<file path="src/rtl/pixel_stream_source_pkg.sv">
// Shared definitions for the pixel-stream transmitter: pixel/word sizes,
// default frame geometry, FSM state encoding and a counter-width helper.
package pixel_stream_source_pkg;

  localparam int PIXEL_SIZE       = 24;
  localparam int WORD_SIZE        = 32;
  localparam int DEF_FRAME_WIDTH  = 297;
  localparam int DEF_FRAME_HEIGHT = 1;

  typedef enum logic [1:0] {
    ST_IDLE   = 2'd0,
    ST_VBLANK = 2'd1,
    ST_ACTIVE = 2'd2,
    ST_HBLANK = 2'd3
  } pss_state_t;

  // Bits needed to count 0..bound-1, never less than one bit.
  function automatic int cnt_width(input int bound);
    if (bound > 1) begin
      return $clog2(bound);
    end else begin
      return 1;
    end
  endfunction

endpackage

</file>
<file path="src/rtl/pixel_stream_source_frame_addr_gen.sv">
// Read-pointer and raster position tracker for pixel_stream_source.
// The pointer walks the frame incrementally (base + y*W + x without a
// multiplier) and advances once after every issued memory read, so it always
// holds the address of the next pixel to fetch. x/y follow the pixel shown.
module pixel_stream_source_frame_addr_gen
  import pixel_stream_source_pkg::*;
#(
  parameter int FRAME_WIDTH  = DEF_FRAME_WIDTH,
  parameter int FRAME_HEIGHT = DEF_FRAME_HEIGHT,
  parameter int ADDR_WIDTH   = 20
) (
  input  logic                  clk,
  input  logic                  reset_n,
  input  logic                  load,
  input  logic [ADDR_WIDTH-1:0] base,
  input  logic                  ptr_inc,
  input  logic                  pix_adv,
  output logic [ADDR_WIDTH-1:0] ptr,
  output logic                  last_pixel,
  output logic                  penult_pixel,
  output logic                  last_row
);

  localparam int XW = cnt_width(FRAME_WIDTH);
  localparam int YW = cnt_width(FRAME_HEIGHT);

  logic [ADDR_WIDTH-1:0] ptr_r;
  logic [XW-1:0]         x_r;
  logic [YW-1:0]         y_r;

  assign ptr          = ptr_r;
  assign last_pixel   = (x_r == XW'(FRAME_WIDTH - 1));
  assign penult_pixel = (x_r == XW'(FRAME_WIDTH - 2));
  assign last_row     = (y_r == YW'(FRAME_HEIGHT - 1));

  // Read pointer: reload to the frame base, else step after each read (wraps naturally).
  always_ff @(posedge clk) begin
    if (!reset_n) begin
      ptr_r <= {ADDR_WIDTH{1'b0}};
    end else if (load) begin
      ptr_r <= base;
    end else if (ptr_inc) begin
      ptr_r <= ptr_r + ADDR_WIDTH'(1);
    end else begin
      ptr_r <= ptr_r;
    end
  end

  // Raster position of the pixel currently on the output.
  always_ff @(posedge clk) begin
    if (!reset_n) begin
      x_r <= XW'(0);
      y_r <= YW'(0);
    end else if (load) begin
      x_r <= XW'(0);
      y_r <= YW'(0);
    end else if (pix_adv) begin
      if (last_pixel) begin
        x_r <= XW'(0);
        y_r <= last_row ? YW'(0) : (y_r + YW'(1));
      end else begin
        x_r <= x_r + XW'(1);
        y_r <= y_r;
      end
    end else begin
      x_r <= x_r;
      y_r <= y_r;
    end
  end

endmodule

</file>
<file path="src/rtl/pixel_stream_source.sv">
// Transmit side of the pixel-stream interface. Fetches a stored RGB frame
// from a one-cycle-latency frame memory and emits one pixel per clock with
// one-cycle vsync/hsync pulses placed immediately before pixel 0 of a row.
// Every output except data is a register whose value is decided one cycle
// ahead from the next FSM state.
module pixel_stream_source
  import pixel_stream_source_pkg::*;
#(
  parameter int FRAME_WIDTH  = DEF_FRAME_WIDTH,
  parameter int FRAME_HEIGHT = DEF_FRAME_HEIGHT,
  parameter int HBLANK       = 4,
  parameter int VBLANK       = 8,
  parameter int ADDR_WIDTH   = 20
) (
  input  logic                  clk,
  input  logic                  reset_n,
  input  logic                  start,
  input  logic                  continuous,
  input  logic [ADDR_WIDTH-1:0] base_addr,
  output logic                  mem_rd_en,
  output logic [ADDR_WIDTH-1:0] mem_addr,
  input  logic [PIXEL_SIZE-1:0] mem_rdata,
  output logic                  en,
  output logic                  hsync,
  output logic                  vsync,
  output logic [PIXEL_SIZE-1:0] data,
  output logic                  busy,
  output logic                  frame_done,
  output logic [15:0]           frame_cnt
);

  localparam int BMAX = (VBLANK > HBLANK) ? VBLANK : HBLANK;
  localparam int BW   = cnt_width(BMAX + 1);

  pss_state_t            state_r;
  pss_state_t            nxt_state_s;
  logic [BW-1:0]         blank_cnt_r;
  logic [BW-1:0]         nxt_cnt_s;
  logic [ADDR_WIDTH-1:0] base_r;
  logic [ADDR_WIDTH-1:0] base_sel_s;
  logic                  en_r;
  logic                  hsync_r;
  logic                  vsync_r;
  logic                  mem_rd_en_r;
  logic                  busy_r;
  logic                  frame_done_r;
  logic [15:0]           frame_cnt_r;
  logic                  last_pixel_s;
  logic                  penult_pixel_s;
  logic                  last_row_s;
  logic                  frame_end_s;
  logic                  accept_s;
  logic                  load_s;
  logic                  vsync_nxt_s;
  logic                  hsync_nxt_s;
  logic                  rd_nxt_s;

  assign accept_s    = (state_r == ST_IDLE) && start;
  assign frame_end_s = (state_r == ST_ACTIVE) && last_pixel_s && last_row_s;
  // Reload at the end of every frame so a continuous restart begins at base.
  assign load_s      = accept_s || frame_end_s;
  assign base_sel_s  = (state_r == ST_IDLE) ? base_addr : base_r;

  pixel_stream_source_frame_addr_gen #(
    .FRAME_WIDTH  (FRAME_WIDTH),
    .FRAME_HEIGHT (FRAME_HEIGHT),
    .ADDR_WIDTH   (ADDR_WIDTH)
  ) u_addr_gen (
    .clk          (clk),
    .reset_n      (reset_n),
    .load         (load_s),
    .base         (base_sel_s),
    .ptr_inc      (mem_rd_en_r),
    .pix_adv      (state_r == ST_ACTIVE),
    .ptr          (mem_addr),
    .last_pixel   (last_pixel_s),
    .penult_pixel (penult_pixel_s),
    .last_row     (last_row_s)
  );

  // Next state and blank-counter value; blank counters run from N down to 1.
  always_comb begin
    nxt_state_s = state_r;
    nxt_cnt_s   = blank_cnt_r;
    case (state_r)
      ST_IDLE: begin
        if (start) begin
          nxt_state_s = ST_VBLANK;
          nxt_cnt_s   = BW'(VBLANK);
        end else begin
          nxt_state_s = ST_IDLE;
        end
      end
      ST_VBLANK, ST_HBLANK: begin
        if (blank_cnt_r == BW'(1)) begin
          nxt_state_s = ST_ACTIVE;
        end else begin
          nxt_cnt_s = blank_cnt_r - BW'(1);
        end
      end
      ST_ACTIVE: begin
        if (!last_pixel_s) begin
          nxt_state_s = ST_ACTIVE;
        end else if (!last_row_s) begin
          nxt_state_s = ST_HBLANK;
          nxt_cnt_s   = BW'(HBLANK);
        end else if (continuous) begin
          nxt_state_s = ST_VBLANK;
          nxt_cnt_s   = BW'(VBLANK);
        end else begin
          nxt_state_s = ST_IDLE;
        end
      end
      default: begin
        nxt_state_s = ST_IDLE;
        nxt_cnt_s   = BW'(0);
      end
    endcase
  end

  // Sync pulses mark the last blank cycle; reads run from that cycle up to the penultimate pixel.
  always_comb begin
    vsync_nxt_s = (nxt_state_s == ST_VBLANK) && (nxt_cnt_s == BW'(1));
    hsync_nxt_s = (nxt_state_s == ST_HBLANK) && (nxt_cnt_s == BW'(1));
    if (vsync_nxt_s || hsync_nxt_s) begin
      rd_nxt_s = 1'b1;
    end else if (nxt_state_s == ST_ACTIVE) begin
      rd_nxt_s = !((state_r == ST_ACTIVE) && penult_pixel_s);
    end else begin
      rd_nxt_s = 1'b0;
    end
  end

  // FSM state plus all registered outputs, computed from the next state.
  always_ff @(posedge clk) begin
    if (!reset_n) begin
      state_r      <= ST_IDLE;
      blank_cnt_r  <= BW'(0);
      base_r       <= {ADDR_WIDTH{1'b0}};
      en_r         <= 1'b0;
      hsync_r      <= 1'b0;
      vsync_r      <= 1'b0;
      mem_rd_en_r  <= 1'b0;
      busy_r       <= 1'b0;
      frame_done_r <= 1'b0;
      frame_cnt_r  <= 16'd0;
    end else begin
      state_r      <= nxt_state_s;
      blank_cnt_r  <= nxt_cnt_s;
      base_r       <= accept_s ? base_addr : base_r;
      en_r         <= (nxt_state_s == ST_ACTIVE);
      hsync_r      <= hsync_nxt_s;
      vsync_r      <= vsync_nxt_s;
      mem_rd_en_r  <= rd_nxt_s;
      busy_r       <= (nxt_state_s != ST_IDLE);
      frame_done_r <= frame_end_s;
      frame_cnt_r  <= frame_end_s ? (frame_cnt_r + 16'd1) : frame_cnt_r;
    end
  end

  assign en         = en_r;
  assign hsync      = hsync_r;
  assign vsync      = vsync_r;
  assign mem_rd_en  = mem_rd_en_r;
  assign busy       = busy_r;
  assign frame_done = frame_done_r;
  assign frame_cnt  = frame_cnt_r;
  // Memory data arrives exactly when the pixel is shown; blank cycles drive zero.
  assign data       = en_r ? mem_rdata : {PIXEL_SIZE{1'b0}};

endmodule

</file>
<file path="config.mk">
export PLATFORM = sky130hd
export DESIGN_NAME = pixel_stream_source
export DESIGN_NICKNAME = d
export VERILOG_FILES = /design/src/rtl/pixel_stream_source_pkg.sv /design/src/rtl/pixel_stream_source_frame_addr_gen.sv /design/src/rtl/pixel_stream_source.sv
export SDC_FILE = /design/constraint.sdc
export NUM_CORES = 1
export LEC_CHECK = 0
export BUFFER_PORTS_ARGS = -buffer_cell sky130_fd_sc_hd__buf_2
export CAP_MARGIN = 0
export CORE_ASPECT_RATIO = 1.4
export CORE_MARGIN = 2
export CORE_UTILIZATION = 52
export CTS_BUF_LIST = sky130_fd_sc_hd__clkbuf_16
export CTS_CLUSTER_SIZE = 25
export DETAILED_ROUTE_END_ITERATION = 8
export GPL_ROUTABILITY_DRIVEN = 0
export PLACE_DENSITY = 0.85
export SKIP_LAST_GASP = 1
export SYNTH_ARGS = -nofsm -noshare
export SYNTH_HDL_FRONTEND = slang
export SYNTH_HIERARCHICAL = 1
export SYNTH_SLANG_ARGS = --single-unit
</file>
<file path="constraint.sdc">
create_clock -name clk -period 2.8 [get_ports clk]
set_clock_uncertainty 0.2 [all_clocks]
set_input_delay 0.42 -clock clk [delete_from_list [all_inputs] [get_ports clk]]
set_output_delay 0.42 -clock clk [all_outputs]
set_load 0.05 [all_outputs]
</file>
* After elaboration in Yosys (flattened, before gate mapping)
Index checks and enable logic that the tools add are counted.
** Storage, ports and cells
- Output and inout port bits :: 66
- Input port bits :: 48
- Register bits after elaboration :: 78
- Logic and storage cells :: 65
** Operators by class
- Eq/ne operators :: 10
- Multiplexer cells :: 20
- Bitwise gates (word level) :: 2
- Add/subtract/negate cells :: 5
- Reduce and logical (&&, ||, !) cells :: 15
** Operators by type and width (number)
- two-way mux 20 bit :: 3
- two-way mux 24 bit :: 1
- adder 20 x 1 -> 20 bit (second input constant) :: 1
- two-way mux 4 bit :: 5
- equality test 9 bit (second input constant) :: 2
- adder 16 x 1 -> 16 bit (second input constant) :: 1
- one-hot mux 4 bit (3 select lines) :: 1
- adder 9 x 1 -> 9 bit (second input constant) :: 1
- two-way mux 9 bit :: 1
- equality test 2 bit (second input constant) :: 4
- equality test 4 x 1 -> 1 bit (second input constant) :: 2
- logical AND 1 bit :: 6
- two-way mux 2 bit :: 3
- one-hot mux 2 bit (3 select lines) :: 1
- two-way mux 1 bit :: 5
- equality test 2 x 1 -> 1 bit (second input constant) :: 2
- nonzero test 2 bit :: 2
- OR reduction 2 bit :: 2
- subtractor 4 x 1 -> 4 bit (second input constant) :: 1
- logical NOT 2 bit :: 1
- logical OR 1 bit :: 2
- NOT 1 bit :: 2
- AND reduction 2 bit :: 1
- adder 1 bit (second input constant) :: 1
- logical NOT 1 bit :: 1

* Longest topological paths before layout
- Word-level depth :: 8
- Gate-level depth with buffers :: 11
- Mapped depth without buffers :: 9

* Modules after synthesis
Netlist, hierarchy kept.
** Modules (own cells, without submodules)
- pixel_stream_source :: sequential area each 960.9 um^2, instances 1, area an instance 2453.6 um^2, cells an instance 295
- pixel_stream_source_frame_addr_gen :: sequential area each 580.6 um^2, instances 1, area an instance 1505.2 um^2, cells an instance 181

* Least setup slack after synthesis
OpenSTA, ideal clock, no wires.
- Kind :: reg2reg
- From :: register u_addr_gen.x_r[6]
- To :: register u_addr_gen.ptr_r[12], in the netlist u_addr_gen/ptr[12]
- Buffers on the path :: 2
- Setup slack :: 0.417 ns
- Required time :: 2.463 ns
- Cell stages (with the launch flop) :: 10
- Data arrival time :: 2.047 ns
- Library setup time :: 0.137 ns
- Cell sequence :: dfxtp_1 -> nand4bb_1 -> nor4_1 -> buf_2 -> nand4b_1 -> nand2_1 -> clkinv_1 -> clkbuf_1 -> o21ai_0 -> a31oi_1
** On the way
- Word-level cells in the longest chain between the ends :: 5
** Ends and longest elaborated chain
- start: declaration :: line pixel_stream_source_frame_addr_gen.sv:28 : logic [XW-1:0] x_r;
- start signal: assignment :: line pixel_stream_source_frame_addr_gen.sv:62 : x_r <= x_r + XW'(1);
- start signal: assignment :: line pixel_stream_source_frame_addr_gen.sv:66 : x_r <= x_r;
- equality test 9 bit * :: line pixel_stream_source_frame_addr_gen.sv:32 : assign last_pixel = (x_r == XW'(FRAME_WIDTH - 1));
- via last_pixel_s :: line pixel_stream_source.sv:48 : logic last_pixel_s;
- logical AND 1 bit * (2 in a row) :: line pixel_stream_source.sv:59 : assign frame_end_s = (state_r == ST_ACTIVE) && last_pixel_s && last_row_s;
- logical OR 1 bit * :: line pixel_stream_source.sv:61 : assign load_s = accept_s || frame_end_s;
- via load_s :: line pixel_stream_source.sv:53 : logic load_s;
- two-way mux 20 bit / nonzero test 2 bit (equally long branches)
- end signal: assignment :: line pixel_stream_source_frame_addr_gen.sv:39 : ptr_r <= {ADDR_WIDTH{1'b0}};
- end signal: assignment :: line pixel_stream_source_frame_addr_gen.sv:41 : ptr_r <= base;
- end signal: assignment :: line pixel_stream_source_frame_addr_gen.sv:43 : ptr_r <= ptr_r + ADDR_WIDTH'(1);
- end: declaration :: line pixel_stream_source_frame_addr_gen.sv:27 : logic [ADDR_WIDTH-1:0] ptr_r;
Mark *: on every way through the listed nets, which the timed path passes. The rest lies on a longest branch.
A chain may end at the register's enable or synchronous reset.

* Worst setup path after layout
- From :: register u_addr_gen.x_r[6]
- To :: register frame_cnt_r[15], in the netlist frame_cnt[15]
** On the way
- Word-level cells in the longest chain between the ends :: 3
** Ends and longest elaborated chain
- equality test 9 bit :: line pixel_stream_source_frame_addr_gen.sv:32
- via last_pixel_s :: line pixel_stream_source.sv:48
- logical AND 1 bit (2 in a row) :: line pixel_stream_source.sv:59
- end signal: assignment :: line pixel_stream_source.sv:157 : frame_cnt_r <= frame_end_s ? (frame_cnt_r + 16'd1) : frame_cnt_r;
- end: declaration :: line pixel_stream_source.sv:47 : logic [15:0] frame_cnt_r;
The timed path passes the listed nets, and every way through them passes these cells.

==> metrics.yaml <==
run_status:
  outcome: "finished clean"
detailed_routing:
  first_iter_violations: 354
  drc_errors: 0
  antenna_left: 0
  wl_met3_um: 574
  drt-wirelength-per-cell_um: 15.9
  via_per_inst: 5.71
  routed_wl_um: 10900
  highest_layer: "met4"
  firstDrtPassIters: 6
  met2_length_um: 5650
  vias: 3897
  met1_length_um: 4320
synth:
  ys_async_sr_fraction_pct: 0
  synth_edf_count: 0
  yosys_warnings: 6
  ys_ff_latch: 77
  ys_seq_area_share_pct: 38.9
  synth_cells: 476
  synth_top_cell_by_area: "dfxtp_1"
  synth_top_area_share_pct: 38.9
  syn_avg_cell_area_um2: 8.32
  synth_flop_cell: "dfxtp_1"
  synth_area_um2: 3960
  ys_top_cells_by_area: "dfxtp_1 (39%), nand2_1 (6.0%), mux2_2 (5.7%)"
  syn-num-nets: 530
  synth_cell_types: 52
timing:
  max_freq_mhz: 393
  hold_violations: 0
  rsz0062_at_grt: "no"
  finalMaxSlewViolations: 0
  relSlewSlack_pct: 51.6
  finalSetupViolations: 0
  timing.setup.tns_ns: 0
  setup_ws_ns: 0.256
  fin_crit_sh_pct: 90.8
  fin_crit_ns: 2.54
  worstMarginPinSlew_ns: 0.726
critical_path:
  cpMaxStageDelayCell: "and4b_1"
  crit_arrival_ns: 2.61
  setup.worst_path.class: "reg -> reg"
  reg2reg_to: "frame_cnt[15]"
  start_kind: "register"
  reg2reg_depth: 7
  r2r_slack_ns: 0.26
  cp.required_ns: 2.87
  r2r_start: "u_addr_gen/x_r[6]"
  end_kind: "register"
  critPathMaxStageDelay_ns: 0.40
  cp_cell_sequence: "nand4bb_1, nor4_1, buf_4, and4b_1, nand4_2, or3_1, a21oi_1"
  crit_fanout: 9
layout:
  regArea_um2: 1540
  fin_cells: 683
  fin_util_pct: 66.9
  drive_gt1_share_pct: 28.5
  area_growth_pct: 24.3
  final_common_cell: "buf_2"
  fillers: 581
  final_cell_mix: "buf_2 (113), dfxtp_1 (77), nand2_1 (63)"
  antenna_cells: 0
  nets: 635
  multiInputGateArea_um2: 2250
cts:
  clkLatencyLatePin_ns: 0.34
  clock_path_buffers: 2
  cts_setup_buffers: 0
  cts_tree: "yes"
  path_clk_slew_ns: 0.06
  htreeDepth: 3
  holdBufCountCts: 0
  cts_buffers: 9
  clockRootBuffer: "clkbuf_16"
  cts-resized-gates: 0
  cts.sinks: 77
global_routing:
  grt_max_degree: 43
  grt_pass1_wl_um: 17700
  grt_overflow: 0
  antenna_found_initial: 0
  grt_usage_pct: 26.5
  grt_pass1_vias: 3910
worst_hold_path:
  worstHoldEndpoint: "base_r[5]"
  worst_hold_path_type: "in -> reg"
  hp-start: "base_addr[5]"
  whs_path_depth: 3
floorplan:
  io_pins: 114
  core_area_um2: 7360
  initial_core_util_pct: 53.8
  die-area_um2: 8340
  die_h_um: 107
  std_cell_rows: 37
  die_w_um: 77.7
placement:
  place_ws_ns: 0.296
  dp_hpwl_um: 7490
  placed_cells: 667
  port_buffers: 113
power_and_ir_drop:
  leakage_nw: 2.11
  ir_worst_vdd_uv: 393
  power_density_nw_per_um2: 612
run:
  drv_cap: 0
[critical path: cells and delay by family, from the launching register on]
| kind | cells | cell delay, ns |
|---|---|---|
| AND/OR/NAND/NOR | 5 | 1.54 |
| AO/OA/AOI/OAI | 1 | 0.15 |
| flip-flops | 1 | 0.35 |
| buffers and inverters | 1 | 0.22 |
[cell families after synthesis]
group,share of synthesized area [%]
AOI/OAI and AO/OA,13.2
DFF,38.9
xor gates and xnor gates,5.97
and+or+nand+nor,28.7
muxes,7.08
buffers and inverters,4.17
adders and majority gates,1.90
other,0.0947
[per-layer routing]
| layer | vias to the layer above | track usage, % |
|---|---|---|
| li1 | 1878 | - |
| met1 | 1824 | 30.2 |
| met2 | 162 | 46.0 |
| met3 | 33 | 4.97 |
| met4 | 0 | 14.9 |
| met5 | - | 0 |
[flip-flops by register name, indices dropped and copies added, names as in the netlist]
signal and count:
busy 1, blank_cnt_r 4, u_addr_gen/ptr 20, frame_done 1, state_r 2, vsync 1
u_addr_gen/x_r 9, mem_rd_en 1, frame_cnt 16, hsync 1, base_r 20, en 1
[final cells by class]
class                   instances  area share (%)
clock inverters                 7            2.34
inverters                      13           0.991
multi-input cells             360            45.8
well taps                      97            2.47
flip-flops and latches         77            31.3
repair buffers                120            12.6
clock buffers                   9            4.58
[cell usage after synthesis (all sizes together) (2+ instances only)]
library cell / number
dfxtp: 77
nand2: 63
a21oi: 37
nor2: 32
and2: 29
o21ai: 28
mux2: 21
clkbuf: 17
or3: 17
nand3: 14
nand4: 14
xor2: 14
xnor2: 13
inv: 11
a31oi: 9
buf: 9
nor3: 7
nor4: 7
ha: 6
and3: 5
and4: 5
mux2i: 4
nand2b: 4
a311oi: 3
o31ai: 3
a211oi: 2
clkinv: 2
nand4b: 2
nor2b: 2
nor4b: 2
o2111ai: 2
or2: 2
[per-stage QoR]
stage / instance area (µm²) / hold WS [ns] / total power, mW
6_report: 4920 / 0.130 / 3.01
3_3_place_gp: 4580 / 0.239 / 1.67
3_5_place_dp: 4580 / 0.246 / 1.69
2_1_floorplan: 3960 / 0.234 / 1.56
5_1_grt: 4920 / 0.132 / 3.11
4_1_cts: 4920 / 0.127 / 3.01
[report_power, final]
| group | switching [mW] | leakage (nW) | internal (mW) |
|---|---|---|---|
| sequential | 0.0634 | 0.629 | 1.15 |
| combinational | 0.300 | 1.32 | 0.163 |
| clock | 0.469 | 0.167 | 0.867 |
[how the worst max path moves through the flow]
stage | start | endpoint | slack (ns) | depth (start not counted)
2_1_floorplan | u_addr_gen/x_r[6] | u_addr_gen/ptr[12] | 0.42 | 9
3_3_place_gp | u_addr_gen/x_r[6] | frame_cnt[15] | 0.41 | 7
3_5_place_dp | u_addr_gen/x_r[6] | frame_cnt[15] | 0.30 | 7
4_1_cts | u_addr_gen/x_r[6] | frame_cnt[12] | 0.25 | 7
5_1_grt | u_addr_gen/x_r[6] | frame_cnt[12] | 0.05 | 7
6_report | u_addr_gen/x_r[6] | frame_cnt[15] | 0.26 | 7
Power figures use the tool's default switching activity.
